--- config.mk ---
export PLATFORM = sky130hd
export DESIGN_NAME = pw_stream_assembler
export DESIGN_NICKNAME = d
export VERILOG_FILES = /design/src/rtl/pw_stream_pkg.sv /design/src/rtl/pw_word_packer.sv /design/src/rtl/pw_stream_assembler.sv
export SDC_FILE = /design/constraint.sdc
export NUM_CORES = 1
export LEC_CHECK = 0
export CAP_MARGIN = 20
export CELL_PAD_IN_SITES_DETAIL_PLACEMENT = 1
export CELL_PAD_IN_SITES_GLOBAL_PLACEMENT = 2
export CORE_MARGIN = 2
export CORE_UTILIZATION = 30
export DETAILED_ROUTE_END_ITERATION = 7
export GPL_ROUTABILITY_DRIVEN = 0
export PLACE_DENSITY = 0.72
export SLEW_MARGIN = 20
export SYNTH_ARGS = -nofsm -noshare
export SYNTH_HDL_FRONTEND = slang
export SYNTH_HIERARCHICAL = 1
export SYNTH_SLANG_ARGS = --single-unit
--- constraint.sdc ---
create_clock -name clk -period 4.1 [get_ports clk]
set_input_delay 0.41 -clock clk [delete_from_list [all_inputs] [get_ports clk]]
set_output_delay 0.41 -clock clk [all_outputs]
set_load 0.01 [all_outputs]
--- src/rtl/pw_stream_pkg.sv ---
`default_nettype none
// +----------------------------------------------------------------------------
// | pw_stream_pkg
// | Shared state encodings, channel codes and slot helper for the assembler.
// | Revision: 1.0
// +----------------------------------------------------------------------------
package pw_stream_pkg;

    localparam logic [1:0] ST_RST_WAIT = 2'd0;
    localparam logic [1:0] ST_COLLECT  = 2'd1;
    localparam logic [1:0] ST_EMIT     = 2'd2;

    localparam int CH_DATA = 0;
    localparam int CH_MGMT = 1;

    // Word 0 lands in the MSBs, so slot idx starts (NUM_WORDS-1-idx) words up.
    function automatic int slot_lsb(input int idx, input int num_words, input int data_w);
        return (num_words - 1 - idx) * data_w;
    endfunction

endpackage
`default_nettype wire

--- src/rtl/pw_word_packer.sv ---
`default_nettype none
// +----------------------------------------------------------------------------
// | pw_word_packer
// | Password accumulator: slot registers, word index and overflow flag.
// | Revision: 1.0
// +----------------------------------------------------------------------------
module pw_word_packer
    import pw_stream_pkg::*;
#(
    parameter int DATA_W    = 16,
    parameter int NUM_WORDS = 3,
    parameter int IDX_W     = 2
) (
    input  logic                        clk,
    input  logic                        reset_n,
    input  logic                        wr_en,
    input  logic [DATA_W-1:0]           wr_data,
    input  logic                        clr,
    output logic [NUM_WORDS*DATA_W-1:0] acc,
    output logic [IDX_W-1:0]            idx,
    output logic                        ovf
);

    localparam logic [IDX_W-1:0] c_num_words = IDX_W'(NUM_WORDS);
    localparam logic [IDX_W-1:0] c_idx_one   = IDX_W'(1);

    logic [IDX_W-1:0] r_idx;
    logic             r_ovf;

    genvar s;
    generate
        for (s = 0; s < NUM_WORDS; s++) begin : g_slot
            localparam int               c_lsb      = slot_lsb(s, NUM_WORDS, DATA_W);
            localparam logic [IDX_W-1:0] c_slot_idx = IDX_W'(s);

            logic [DATA_W-1:0] r_word;

            always_ff @(posedge clk or negedge reset_n) begin
                if (!reset_n) begin
                    r_word <= '0;
                end else if (clr) begin
                    r_word <= '0;
                end else if (wr_en && (r_idx == c_slot_idx)) begin
                    r_word <= wr_data;
                end
            end

            assign acc[c_lsb +: DATA_W] = r_word;
        end
    endgenerate

    // Words past the last slot are discarded; only the sticky flag records them.
    always_ff @(posedge clk or negedge reset_n) begin
        if (!reset_n) begin
            r_idx <= '0;
            r_ovf <= 1'b0;
        end else if (clr) begin
            r_idx <= '0;
            r_ovf <= 1'b0;
        end else if (wr_en) begin
            if (r_idx < c_num_words) begin
                r_idx <= r_idx + c_idx_one;
            end else begin
                r_ovf <= 1'b1;
            end
        end
    end

    assign idx = r_idx;
    assign ovf = r_ovf;

endmodule
`default_nettype wire

--- src/rtl/pw_stream_assembler.sv ---
`default_nettype none
// +----------------------------------------------------------------------------
// | pw_stream_assembler
// | Avalon-ST sink that packs data words into a password and emits on commit.
// | Revision: 1.0
// +----------------------------------------------------------------------------
module pw_stream_assembler
    import pw_stream_pkg::*;
#(
    parameter int DATA_W    = 16,
    parameter int NUM_WORDS = 3,
    parameter int CH_W      = 1,
    parameter int CNT_W     = 16
) (
    input  logic                             clk,
    input  logic                             reset_n,
    input  logic [DATA_W-1:0]                in_data,
    input  logic [CH_W-1:0]                  in_channel,
    input  logic                             in_valid,
    output logic                             in_ready,
    output logic [NUM_WORDS*DATA_W-1:0]      out_data,
    output logic [$clog2(NUM_WORDS+1)-1:0]   out_count,
    output logic                             out_overflow,
    output logic                             out_valid,
    input  logic                             out_ready,
    output logic [CNT_W-1:0]                 drop_count,
    output logic [CNT_W-1:0]                 emit_count
);

    localparam int IDX_W = $clog2(NUM_WORDS + 1);
    localparam int ACC_W = NUM_WORDS * DATA_W;

    localparam logic [CH_W-1:0]  c_ch_data = CH_W'(CH_DATA);
    localparam logic [CH_W-1:0]  c_ch_mgmt = CH_W'(CH_MGMT);
    localparam logic [CNT_W-1:0] c_cnt_max = {CNT_W{1'b1}};
    localparam logic [CNT_W-1:0] c_cnt_one = CNT_W'(1);

    logic [1:0]       r_state;
    logic [ACC_W-1:0] r_out_data;
    logic [IDX_W-1:0] r_out_count;
    logic             r_out_overflow;
    logic             r_out_valid;
    logic [CNT_W-1:0] r_drop_count;
    logic [CNT_W-1:0] r_emit_count;

    logic [ACC_W-1:0] w_acc;
    logic [IDX_W-1:0] w_idx;
    logic             w_ovf;
    logic             w_accept;
    logic             w_is_data;
    logic             w_is_mgmt;
    logic             w_wr;
    logic             w_clr;
    logic             w_commit;
    logic             w_drop;

    assign in_ready  = (r_state == ST_COLLECT);
    assign w_accept  = in_valid && in_ready;
    assign w_is_data = (in_channel == c_ch_data);
    assign w_is_mgmt = (in_channel == c_ch_mgmt);
    assign w_wr      = w_accept && w_is_data;
    assign w_clr     = w_accept && w_is_mgmt;
    // A commit with nothing collected is only a sync marker.
    assign w_commit  = w_clr && (w_idx != '0);
    assign w_drop    = w_accept && !w_is_data && !w_is_mgmt;

    pw_word_packer #(
        .DATA_W    (DATA_W),
        .NUM_WORDS (NUM_WORDS),
        .IDX_W     (IDX_W)
    ) u_packer (
        .clk     (clk),
        .reset_n (reset_n),
        .wr_en   (w_wr),
        .wr_data (in_data),
        .clr     (w_clr),
        .acc     (w_acc),
        .idx     (w_idx),
        .ovf     (w_ovf)
    );

    always_ff @(posedge clk or negedge reset_n) begin
        if (!reset_n) begin
            r_state        <= ST_RST_WAIT;
            r_out_data     <= '0;
            r_out_count    <= '0;
            r_out_overflow <= 1'b0;
            r_out_valid    <= 1'b0;
        end else begin
            case (r_state)
                ST_RST_WAIT: begin
                    r_state <= ST_COLLECT;
                end
                ST_COLLECT: begin
                    if (w_commit) begin
                        r_out_data     <= w_acc;
                        r_out_count    <= w_idx;
                        r_out_overflow <= w_ovf;
                        r_out_valid    <= 1'b1;
                        r_state        <= ST_EMIT;
                    end
                end
                ST_EMIT: begin
                    if (out_ready) begin
                        r_out_valid <= 1'b0;
                        r_state     <= ST_COLLECT;
                    end
                end
                default: begin
                    r_out_valid <= 1'b0;
                    r_state     <= ST_RST_WAIT;
                end
            endcase
        end
    end

    always_ff @(posedge clk or negedge reset_n) begin
        if (!reset_n) begin
            r_drop_count <= '0;
            r_emit_count <= '0;
        end else begin
            if (w_drop && (r_drop_count != c_cnt_max)) begin
                r_drop_count <= r_drop_count + c_cnt_one;
            end
            if (r_out_valid && out_ready && (r_emit_count != c_cnt_max)) begin
                r_emit_count <= r_emit_count + c_cnt_one;
            end
        end
    end

    assign out_data     = r_out_data;
    assign out_count    = r_out_count;
    assign out_overflow = r_out_overflow;
    assign out_valid    = r_out_valid;
    assign drop_count   = r_drop_count;
    assign emit_count   = r_emit_count;

endmodule
`default_nettype wire

Word-level counts from Yosys, hierarchy flattened

Index checks and enable logic that the tools add are counted.

Flip-flop bits (word level): 137
Bits in latches: 0
RAM bits: 0
Bits in read-only memories: 0
Bits of input ports: 21
Logic and storage cells: 70
Memories kept: 0

Add/sub/neg operators: 3
Multiply operators: 0
Divide/modulo/power cells: 0
Order comparisons: 1
Equality and inequality tests: 9
Shift operators: 0
Multiplexer cells: 18
Bitwise logic cells: 2
Reductions and logical operators: 25

Operator list:

| operator                                                              | count |
|---|---|
| 16-bit 2-to-1 mux                                                     | 6 |
| 16-bit by 1-bit adder with 16-bit output, second input constant       | 2 |
| 16-bit != test, second input constant                                 | 2 |
| 2-bit nonzero test                                                    | 6 |
| 1-bit logical AND                                                     | 11 |
| 2-bit 2-to-1 mux                                                      | 5 |
| 2-bit AND reduction                                                   | 4 |
| 2-bit one-hot mux with 3 select lines                                 | 1 |
| 1-bit 2-to-1 mux                                                      | 5 |
| 2-bit by 1-bit equality test with 1-bit output, second input constant | 2 |
| 2-bit equality test, second input constant                            | 2 |
| 2-bit zero test                                                       | 2 |
| 2-bit != test, second input constant                                  | 2 |
| 1-bit one-hot mux with 3 select lines                                 | 1 |
| 3-bit AND reduction                                                   | 1 |
| 2-bit by 1-bit adder with 2-bit output, second input constant         | 1 |
| 2-bit < comparator, second input constant                             | 1 |
| 2-bit by 1-bit != test with 1-bit output, second input constant       | 1 |
| 1-bit inverter                                                        | 2 |
| 1-bit zero test                                                       | 1 |

Depth between registers and ports, before layout

Gate-level depths: netlist of run 1.

Depth after elaboration: 6
Mapped depth: 7
Depth with buffers taken out: 5

Cells and area by module

The synthesis of run 1 kept the hierarchy.

By module, submodules not included:

| module              | times used | cells an instance | area each (um^2) |
|---|---|---|---|
| pw_stream_assembler | 1          | 230               | 3,339.5 |
| pw_word_packer      | 1          | 194               | 2,401.1 |

Worst setup path after synthesis of run 1

Ideal clock, no wire load.

Kind: reg-to-reg
From: register r_state[1]
To: register r_out_data[0] (netlist: out_data[0])
Library setup time: 0.127 ns
Data arrival time: 1.710 ns
Path slack: 2.262 ns
Cell stages (with the launch flop): 8
Buffers on the path: 3
Period minus slack after synthesis: 1.838 ns
Path through: dfrtp_1 nor2b_1 and3_1 buf_2 o21a_1 buf_4 buf_6 mux2_1

Longest elaborated chain between the ends: 5

Ends and longest elaborated chain:

| item                                           | RTL line                   | text |
|---|---|---|
| start, declared                                | pw_stream_assembler.sv:38  | `logic [1:0] r_state;` |
| start signal, assigned                         | pw_stream_assembler.sv:84  | `r_state <= ST_RST_WAIT;` |
| start signal, assigned                         | pw_stream_assembler.sv:92  | `r_state <= ST_COLLECT;` |
| start signal, assigned                         | pw_stream_assembler.sv:100 | `r_state <= ST_EMIT;` |
| 2-bit by 1-bit equality test with 1-bit output | pw_stream_assembler.sv:57  | `assign in_ready = (r_state == ST_COLLECT);` |
| named net in_ready                             | pw_stream_assembler.sv:20  | `output logic in_ready,` |
| 1-bit logical AND                              | pw_stream_assembler.sv:58  | `assign w_accept = in_valid && in_ready;` |
| 1-bit logical AND                              | pw_stream_assembler.sv:62  | `assign w_clr = w_accept && w_is_mgmt;` |
| named net w_clr                                | pw_stream_assembler.sv:53  | `logic w_clr;` |
| 1-bit logical AND                              | pw_stream_assembler.sv:64  | `assign w_commit = w_clr && (w_idx != '0);` |
| 2-bit AND reduction (no source line)           | -                          |  |
| end signal, assigned                           | pw_stream_assembler.sv:96  | `r_out_data <= w_acc;` |
| end, declared                                  | pw_stream_assembler.sv:39  | `logic [ACC_W-1:0] r_out_data;` |

The timed path passes the listed nets, and every way through them passes these cells.
A chain may end at the register's enable or synchronous reset.

Worst setup path in the final report of run 1

From: register r_state[0]
To: register u_packer.g_slot[0].r_word[5]

Longest elaborated chain between the ends: 5

Ends and longest elaborated chain:

| item                                           | RTL line                  | text |
|---|---|---|
| 2-bit by 1-bit equality test with 1-bit output | pw_stream_assembler.sv:57 |  |
| 1-bit logical AND                              | pw_stream_assembler.sv:58 |  |
| 1-bit logical AND                              | pw_stream_assembler.sv:61 | `assign w_wr = w_accept && w_is_data;` |
| named net w_wr                                 | pw_stream_assembler.sv:52 | `logic w_wr;` |
| 1-bit logical AND                              | pw_word_packer.sv:43      | `end else if (wr_en && (r_idx == c_slot_idx)) begin` |
| 2-bit nonzero test (no source line)            | -                         |  |
| end signal, assigned                           | pw_word_packer.sv:44      | `r_word <= wr_data;` |
| end, declared                                  | pw_word_packer.sv:36      | `logic [DATA_W-1:0] r_word;` |

The timed path passes the listed nets, and every way through them passes these cells.

==> results_dict.tcl, run 1 <==
set metrics [dict create \
    status "completed" \
    worst_pin_slew_ps 846 \
    worstSetupEndpointType "flip-flop" \
    syn-num-nets 450 \
    slew_headroom_pct 43.6 \
    timing.setup.tns_ps 0 \
    rsz0062_at_grt "false" \
    slew_violations 0 \
    fp.dieArea_sq_um 20300 \
    tritoncts "done" \
    ys_ff_latch 137 \
    multi_input_area_sq_um 2080 \
    cts_setup_buffers 0 \
    max_freq_ghz 0.441 \
    synth-main-ff-cell "dfrtp_1" \
    wirelength_mm 12.9 \
    crit_type "reg -> reg" \
    worst-path-max-fanout 11 \
    holdBufCountCts 0 \
    grtUsageTotal_pct 13.7 \
    fin_ws_ps 1830 \
    netlist_area_sq_um 5740 \
    initial_core_util_pct 30.6 \
    grt-ovfl-total 0 \
    drc_errors 0 \
    post_drt_wl_per_cell_um 16.9 \
    p_per_area_nw_per_um2 644 \
    hold_viol_final 0 \
    required_ps 4420 \
    ios 106 \
    vias_per_cell 4.55 \
    die_w_um 142 \
    ys_warn_count 6 \
    holdCritPathClass "in -> async" \
    maxCapViolCount 0 \
    clock_latency_ps 420 \
    period_needed_ps 2270 \
    power.leakage_nw 3.62 \
    cts_buffers 17 \
    vias 3477 \
    pre_cts_ws_ps 1580 \
    grt_max_degree 92 \
    io_buffers 105 \
    clock-sinks 137 \
    antenna_found_initial 0 \
    ir_worst_vdd_mv 0.308 \
    ff_latch_area_sq_um 3430 \
    antenna_left 0 \
    drt_first_pass_iters 4 \
    grt_pass1_wl_mm 21.4 \
    htreeDepth 4 \
    nets 543 \
    fillCellCount 1943 \
    syn_to_final_growth_pct 30.8 \
    ys_seq_area_share_pct 59.7 \
    first_global_vias 3913 \
    whs_ps 49.9 \
    finClkSkew_ps 8.24 \
    path_clk_slew_ps 60 \
    synthCells 424 \
    setup_violations 0 \
    synth_edf_count 0 \
    cts_buffer_depth 2 \
    period_share_pct 55.3 \
    ys_types 46 \
    drive_above_1_share_pct 9.25 \
    cts_resized 0 \
    syn_avg_cell_area_sq_um 13.5 \
    drtIter0Drc 88 \
    core_sq_um 18800 \
    row_count 50 \
    fp.dieH_um 142 \
    diodes 0 \
    worstPathArrival_ps 2590 \
    startpoint_type "flip-flop" \
    root_buffer "clkbuf_16" \
    dp_hpwl_mm 8.68 \
    async_flop_share_pct 100 \
]
## cell families after synthesis
group | count (synthesis) | synth area share [%]
buffers and inverters | 39 | 4.12
DFF | 137 | 59.7
muxes | 99 | 18.4
adders and majority gates | 5 | 1.09
AOI/OAI and AO/OA | 12 | 1.48
and+or+nand+nor | 119 | 13.2
xor gates and xnor gates | 13 | 1.98
## power breakdown
| group | total [mW] | internal, mW | switching [mW] |
|---|---|---|---|
| Combinational | 1.29 | 0.721 | 0.566 |
| Clock | 1.54 | 0.960 | 0.584 |
| Sequential | 2.01 | 1.74 | 0.271 |
| Total | 4.84 | 3.42 | 1.42 |
## state kept, by name, summed over array words and instances, names as in the netlist
signal,count
out_overflow,1
drop_count,16
out_valid,1
u_packer/ovf,1
u_packer/g_slot.r_word,48
u_packer/idx,2
r_state,2
out_count,2
emit_count,16
out_data,48
## stage by stage
| step | std cells | cell area (sq um) | util, % | total power, mW |
|---|---|---|---|---|
| 3_3_place_gp | 732 | 6910 | 36.8 | 3.29 |
| 2_1_floorplan | 424 | 5740 | - | 2.66 |
| 6_report | 764 | 7510 | 40.0 | 4.84 |
| 4_1_cts | 764 | 7510 | 40.0 | 4.94 |
| 5_1_grt | 764 | 7510 | 40.0 | 5.13 |
| 3_5_place_dp | 732 | 6910 | 36.8 | 3.35 |
## synthesized netlist by cell type, drive strengths merged (2+ instances only)
| library cell | count | area [sq um] |
|---|---|---|
| ha | 5 | 62.6 |
| nor3 | 7 | 35.0 |
| inv | 4 | 15.0 |
| xor2 | 12 | 105 |
| mux2i | 48 | 480 |
| nor2b | 2 | 12.5 |
| and2 | 3 | 21.3 |
| nand2 | 13 | 56.3 |
| buf | 15 | 146 |
| nor2 | 8 | 30.0 |
| nand2b | 64 | 400 |
| dfrtp | 137 | 3430 |
| nand3 | 5 | 30.0 |
| mux2 | 51 | 578 |
| nor4 | 2 | 33.8 |
| and3 | 2 | 13.8 |
| a21oi | 2 | 10.0 |
| clkbuf | 20 | 75.1 |
| a22o | 2 | 17.5 |
| a21o | 2 | 15.0 |
| nand4 | 4 | 46.3 |
| nor3b | 2 | 15.0 |
| o21a | 2 | 15.0 |
## cell type report
| cell class | count | area share, % |
|---|---|---|
| Clock inverter | 13 | 2.25 |
| Tap cell | 234 | 3.90 |
| Timing Repair Buffer | 109 | 14.6 |
| Multi-Input combinational cell | 248 | 27.7 |
| Inverter | 4 | 0.200 |
| Sequential cell | 137 | 45.6 |
| Clock buffer | 19 | 5.76 |
## path summary, 6_finish.rpt
check	startpoint	to	slack (ps)	depth (start not counted)
max	r_state[0]	u_packer/g_slot[0].r_word[5]	1830	5
max in group asynchronous	reset_n	u_packer/g_slot[0].r_word[15]	3150	2
max reg2reg	r_state[0]	u_packer/g_slot[0].r_word[5]	1830	5
min	reset_n	drop_count[7]	50	1
min reg2reg	drop_count[12]	drop_count[12]	370	0
min in group clk	drop_count[12]	drop_count[12]	370	0
## cells in the final DEF (no fill, tap or decap), types with 5 or more instances in the layout
| cell | count |
|---|---|
| ha_1 | 5 |
| clkdlybuf4s50_1 | 104 |
| mux2_1 | 48 |
| mux2i_1 | 48 |
| clkbuf_16 | 17 |
| nor3_1 | 7 |
| nand2_1 | 12 |
| nor2_1 | 8 |
| nand2b_1 | 64 |
| xor2_1 | 12 |
| dfrtp_1 | 137 |
## per-layer routing
metal	part of all wire [%]	up-vias	global-route usage [%]
met3	3.4	16	3.40
li1	-	1612	-
met2	50	60	22.8
met5	0	-	0
met4	1.7	0	5.78
met1	45	1789	17.1
## critical path: stages (launching register included)
cell	delay (ps)
dfrtp_1	390
nor2b_1	280
nand2_1	90
nor2_1	490
nand2_1	590
mux2i_1	340
Note: power is estimated with default switching activity, not from simulation.
==> run 2, diff against run 1 <==
==> constraint.sdc (replaced) <==
create_clock -name clk -period 2.3 [get_ports clk]
set_input_delay 0.23 -clock clk [delete_from_list [all_inputs] [get_ports clk]]
set_output_delay 0.23 -clock clk [all_outputs]
set_load 0.01 [all_outputs]
==> run 2 against run 1 <==
Effect of this change: via count up 0.37%; routed wire length down 1.7%; sequential share of layout area down 0.59 points; critical endpoint is now in_ready; highest routed layer unchanged; sequential power up 77%; global-route usage down 0.20 points; largest cell class unchanged; utilization up 0.53 points.
==> results_dict.tcl, run 2 (synthesis results as in run 1) <==
set metrics [dict create \
    drive_above_1_share_pct 10.6 \
    p_per_area_nw_per_um2 1150 \
    startpoint_type "flip-flop" \
    hold_viol_final 0 \
    fp.dieArea_sq_um 20300 \
    r2r.worst_path.cells 5 \
    syn_to_final_growth_pct 32.6 \
    layout_common_cells "dfrtp_1, clkdlybuf4s50_1, nand2b_1" \
    slew_violations 0 \
    drc_errors 0 \
    wirelength_mm 12.7 \
    worstPathArrival_ps 1640 \
    nets 550 \
    holdCritPathClass "in -> async" \
    multi_input_area_sq_um 2080 \
    path_clk_slew_ps 60 \
    dp_hpwl_mm 8.74 \
    worstSetupEndpointType "output pin" \
    antenna_left 0 \
    rrSetupSlack_ps 440 \
    worstSetupStartpoint "r_state[1]" \
    final_cell_area_sq_um 7610 \
    cts_buffer_depth 2 \
    max_freq_ghz 0.533 \
    tritoncts "done" \
    drt_first_pass_iters 4 \
    layout.cells.most_common "dfrtp_1" \
    place_area_sq_um 6970 \
    die_w_um 142 \
    status "completed" \
    clock-sinks 137 \
    htreeDepth 4 \
    rsz0062_at_grt "false" \
    worst-path-max-fanout 4 \
    grt_max_degree 74 \
    drtIter0Drc 114 \
    vias_per_cell 4.53 \
    core_sq_um 18800 \
    period_needed_ps 1870 \
    stdcell_count 771 \
    ir_worst_vdd_mv 0.548 \
    period_share_pct 81.5 \
    power.leakage_nw 3.69 \
    antenna_found_initial 0 \
    clock_latency_ps 410 \
    grt-ovfl-total 0 \
    post_drt_wl_per_cell_um 16.5 \
    crit_end "in_ready" \
    required_ps 2070 \
    vias 3490 \
    worst_pin_slew_ps 514 \
    cts_buffers 17 \
    grt_pass1_wl_mm 21.1 \
    grtUsageTotal_pct 13.5 \
    ff_latch_area_sq_um 3430 \
    root_buffer "clkbuf_16" \
    fp.dieH_um 142 \
    post-place-cells 738 \
    fillCellCount 1960 \
    row_count 50 \
    crit_type "reg -> out" \
    finClkSkew_ps 7.09 \
    initial_core_util_pct 30.6 \
    timing.setup.tns_ps 0 \
    io_buffers 105 \
    worstReg2RegStart "r_state[1]" \
    ios 106 \
    maxCapViolCount 0 \
    diodes 0 \
    slew_headroom_pct 65.7 \
    r2r-end "out_data[22]" \
    totalPowerFinal_mw 8.75 \
    first_global_vias 3932 \
    setup_violations 0 \
]
run 2: area by class of cell:
class	instances	share of cell area, %
clock inverter	10	1.83
tap	234	3.85
multi-input combinational	248	27.3
timing repair buffer	116	15.3
sequential	137	45.1
inverter	4	0.197
clock buffer	22	6.49
run 2: repair_timing:
item,4_1_cts,5_1_grt
resized for setup,0,0
hold buffers,1,0
setup buffers,0,0
endpoints found under the hold margin,51,0
run 2: how the worst min path moves through the flow:
stage | start | end | slack [ps] | depth (start not counted)
final | reset_n | emit_count[2] | 340 | 2
after detailed placement | reset_n | out_count[0] | 230 | 1
after global routing | reset_n | emit_count[2] | 380 | 2
after CTS | reset_n | emit_count[2] | 380 | 2
after floorplan | reset_n | drop_count[0] | -70 | 0
after global placement | reset_n | emit_count[1] | 230 | 1
run 2: through the flow:
stage                     util, %  setup WS [ps]  hold slack, ps
final                        40.5            425             345
after global routing         40.5            304             383
after CTS                    40.5            379             380
after detailed placement     37.1            240             231
after global placement       37.1            267             229
after floorplan                 -            462           -65.6
run 2: metal layers:
| metal | global-route usage [%] | wire [um] | vias up |
|---|---|---|---|
| met1 | 17.1 | 5710 | 1799 |
| met2 | 22.8 | 6480 | 59 |
| met5 | 0 | 0 | - |
| met4 | 3.75 | 121 | 0 |
| li1 | - | - | 1625 |
| met3 | 3.97 | 391 | 7 |
run 2: worst max-delay path, cell delays in order, from the launching register on:
cell and delay [ps]:
dfrtp_1 400, nor2b_1 240, clkdlybuf4s50_1 590
run 2: power breakdown:
group          total, mW  switching [mW]  internal (mW)  leakage (nW)
Combinational       2.33            1.02           1.31          1.53
Clock               2.87            1.02           1.85         0.312
Sequential          3.55           0.448           3.10          1.85
Total               8.75            2.49           6.26          3.69
==> run 3, diff against run 2 <==
==> constraint.sdc (replaced) <==
create_clock -name clk -period 1.95 [get_ports clk]
set_input_delay 0.195 -clock clk [delete_from_list [all_inputs] [get_ports clk]]
set_output_delay 0.195 -clock clk [all_outputs]
set_load 0.01 [all_outputs]
==> run 3 against run 2 <==
Effect of this change: utilization fell by 0.50 points; sequential share of layout area grew 0.56 points; global-route usage is 0.24 points higher; critical path depth increased by 3; largest cell class unchanged.
==> results_dict.tcl, run 3 (synthesis results as in run 1) <==
set metrics [dict create \
    diodes 0 \
    core_sq_um 18800 \
    required_ps 2240 \
    maxCapViolCount 0 \
    crit_end "out_data[38]" \
    die_w_um 142 \
    worstSetupStartpoint "r_state[0]" \
    slew_headroom_pct 68.6 \
    clock_latency_ps 410 \
    drtIter0Drc 133 \
    period_share_pct 92.5 \
    power.switching_mw 2.85 \
    stdcell_count 766 \
    wirelength_mm 12.9 \
    intPower_mw 7.04 \
    r2r-end "out_data[38]" \
    cts_buffers 17 \
    post_drt_wl_per_cell_um 16.8 \
    period_needed_ps 1800 \
    ir_worst_vdd_mv 0.649 \
    path_delay_family "simple AND/OR/NAND/NOR gates" \
    status "completed" \
    nets 551 \
    finClkSkew_ps 7.66 \
    drive_above_1_share_pct 9.40 \
    syn_to_final_growth_pct 30.9 \
    antenna_found_initial 0 \
    startpoint_type "flip-flop" \
    worst-path-buf-inv 1 \
    slew_violations 0 \
    postLayoutCoreUtil_pct 40.0 \
    io_buffers 105 \
    post-place-cells 739 \
    initial_core_util_pct 30.6 \
    path_clk_slew_ps 50 \
    power.leakage_nw 3.65 \
    cpPeakStageDelay_ps 380 \
    worstSetupEndpointType "flip-flop" \
    clockPowerShare_pct 29.6 \
    cts_buffer_depth 2 \
    p_per_area_nw_per_um2 1320 \
    fp.dieArea_sq_um 20300 \
    first_global_vias 3880 \
    row_count 50 \
    ios 106 \
    layout_common_cells "dfrtp_1, clkdlybuf4s50_1, nand2b_1" \
    drc_errors 0 \
    tritoncts "done" \
    antenna_left 0 \
    fp.dieH_um 142 \
    clock-sinks 137 \
    max_freq_ghz 0.554 \
    hold_viol_final 0 \
    worstReg2RegStart "r_state[0]" \
    worst-path-max-fanout 18 \
    layout.cells.most_common "dfrtp_1" \
    pwr-share-comb_pct 27.9 \
    totalPowerFinal_mw 9.90 \
    critPathSlowestCell "dfrtp_1" \
    rsz0062_at_grt "false" \
    dp_hpwl_mm 8.83 \
    htreeDepth 4 \
    seq_power_share_pct 42.6 \
    vias 3455 \
    cp.depth 5 \
    r2r.worst_path.cells 5 \
    grt_pass1_wl_mm 21.4 \
    crit_type "reg -> reg" \
    worstPathArrival_ps 2100 \
    setup_violations 0 \
    grt_max_degree 74 \
    vias_per_cell 4.51 \
    timing.setup.tns_ps 0 \
    switching_share_pct 28.8 \
    drt_first_pass_iters 4 \
    grt-ovfl-total 0 \
    worst_pin_slew_ps 471 \
    root_buffer "clkbuf_16" \
    rrSetupSlack_ps 150 \
    crit_chain "nor2b_2, and3_2, o21a_2, buf_4, mux2_1" \
    holdCritPathClass "in -> async" \
    grtUsageTotal_pct 13.8 \
]
==> run 3: per-stage QoR <==
| stage | area (sq um) | hold slack, ps | setup WS [ps] |
|---|---|---|---|
| final | 7520 | 281 | 146 |
| after global placement | 6990 | 160 | 50.5 |
| after detailed placement | 6990 | 165 | 6.74 |
| after floorplan | 5740 | -101 | 112 |
| after global routing | 7520 | 315 | 13.7 |
| after CTS | 7510 | 292 | 2.51 |
==> run 3: worst min-delay path by stage <==
stage          startpoint        endpoint  slack, ps  cells past startpoint
6_report          reset_n  drop_count[11]        280                      2
3_3_place_gp      reset_n   drop_count[9]        160                      1
5_1_grt           reset_n  drop_count[11]        320                      2
2_1_floorplan     reset_n   drop_count[0]       -100                      0
4_1_cts           reset_n  drop_count[11]        290                      2
3_5_place_dp      reset_n  drop_count[11]        160                      1
==> run 3: layout make-up <==
class                   count  area, sq um
fillers                  1943        11300
clock buffers              20          437
inverters                   4         15.0
clock inverters             6         80.1
flip-flops and latches    137         3430
multi-input cells         248         2080
repair buffers            117         1180
well taps                 234          293
==> run 3: timing repair <==
item                                   4_1_cts  5_1_grt
buffers inserted                             0        0
setup endpoints to repair                    0       52
endpoints found under the hold margin       46        0
resized for setup                            0        1
hold buffers                                 1        0
==> run 3: routing by layer <==
metal | wire length (um) | up-vias | global-route usage, %
met4 | 206 | 0 | 5.32
li1 | - | 1612 | -
met5 | 0 | - | 0
met1 | 5690 | 1772 | 17.1
met2 | 6550 | 56 | 23.2
met3 | 406 | 15 | 3.57
==> run 3: power by group through the flow <==
stage / logic [mW] / registers (mW) / clock network [mW]
2_1_floorplan: 1.28 / 4.32 / 0
6_report: 2.76 / 4.21 / 2.93
4_1_cts: 2.83 / 4.23 / 3.03
3_5_place_dp: 2.81 / 4.27 / 0
3_3_place_gp: 2.73 / 4.23 / 0
5_1_grt: 3.03 / 4.35 / 3.16
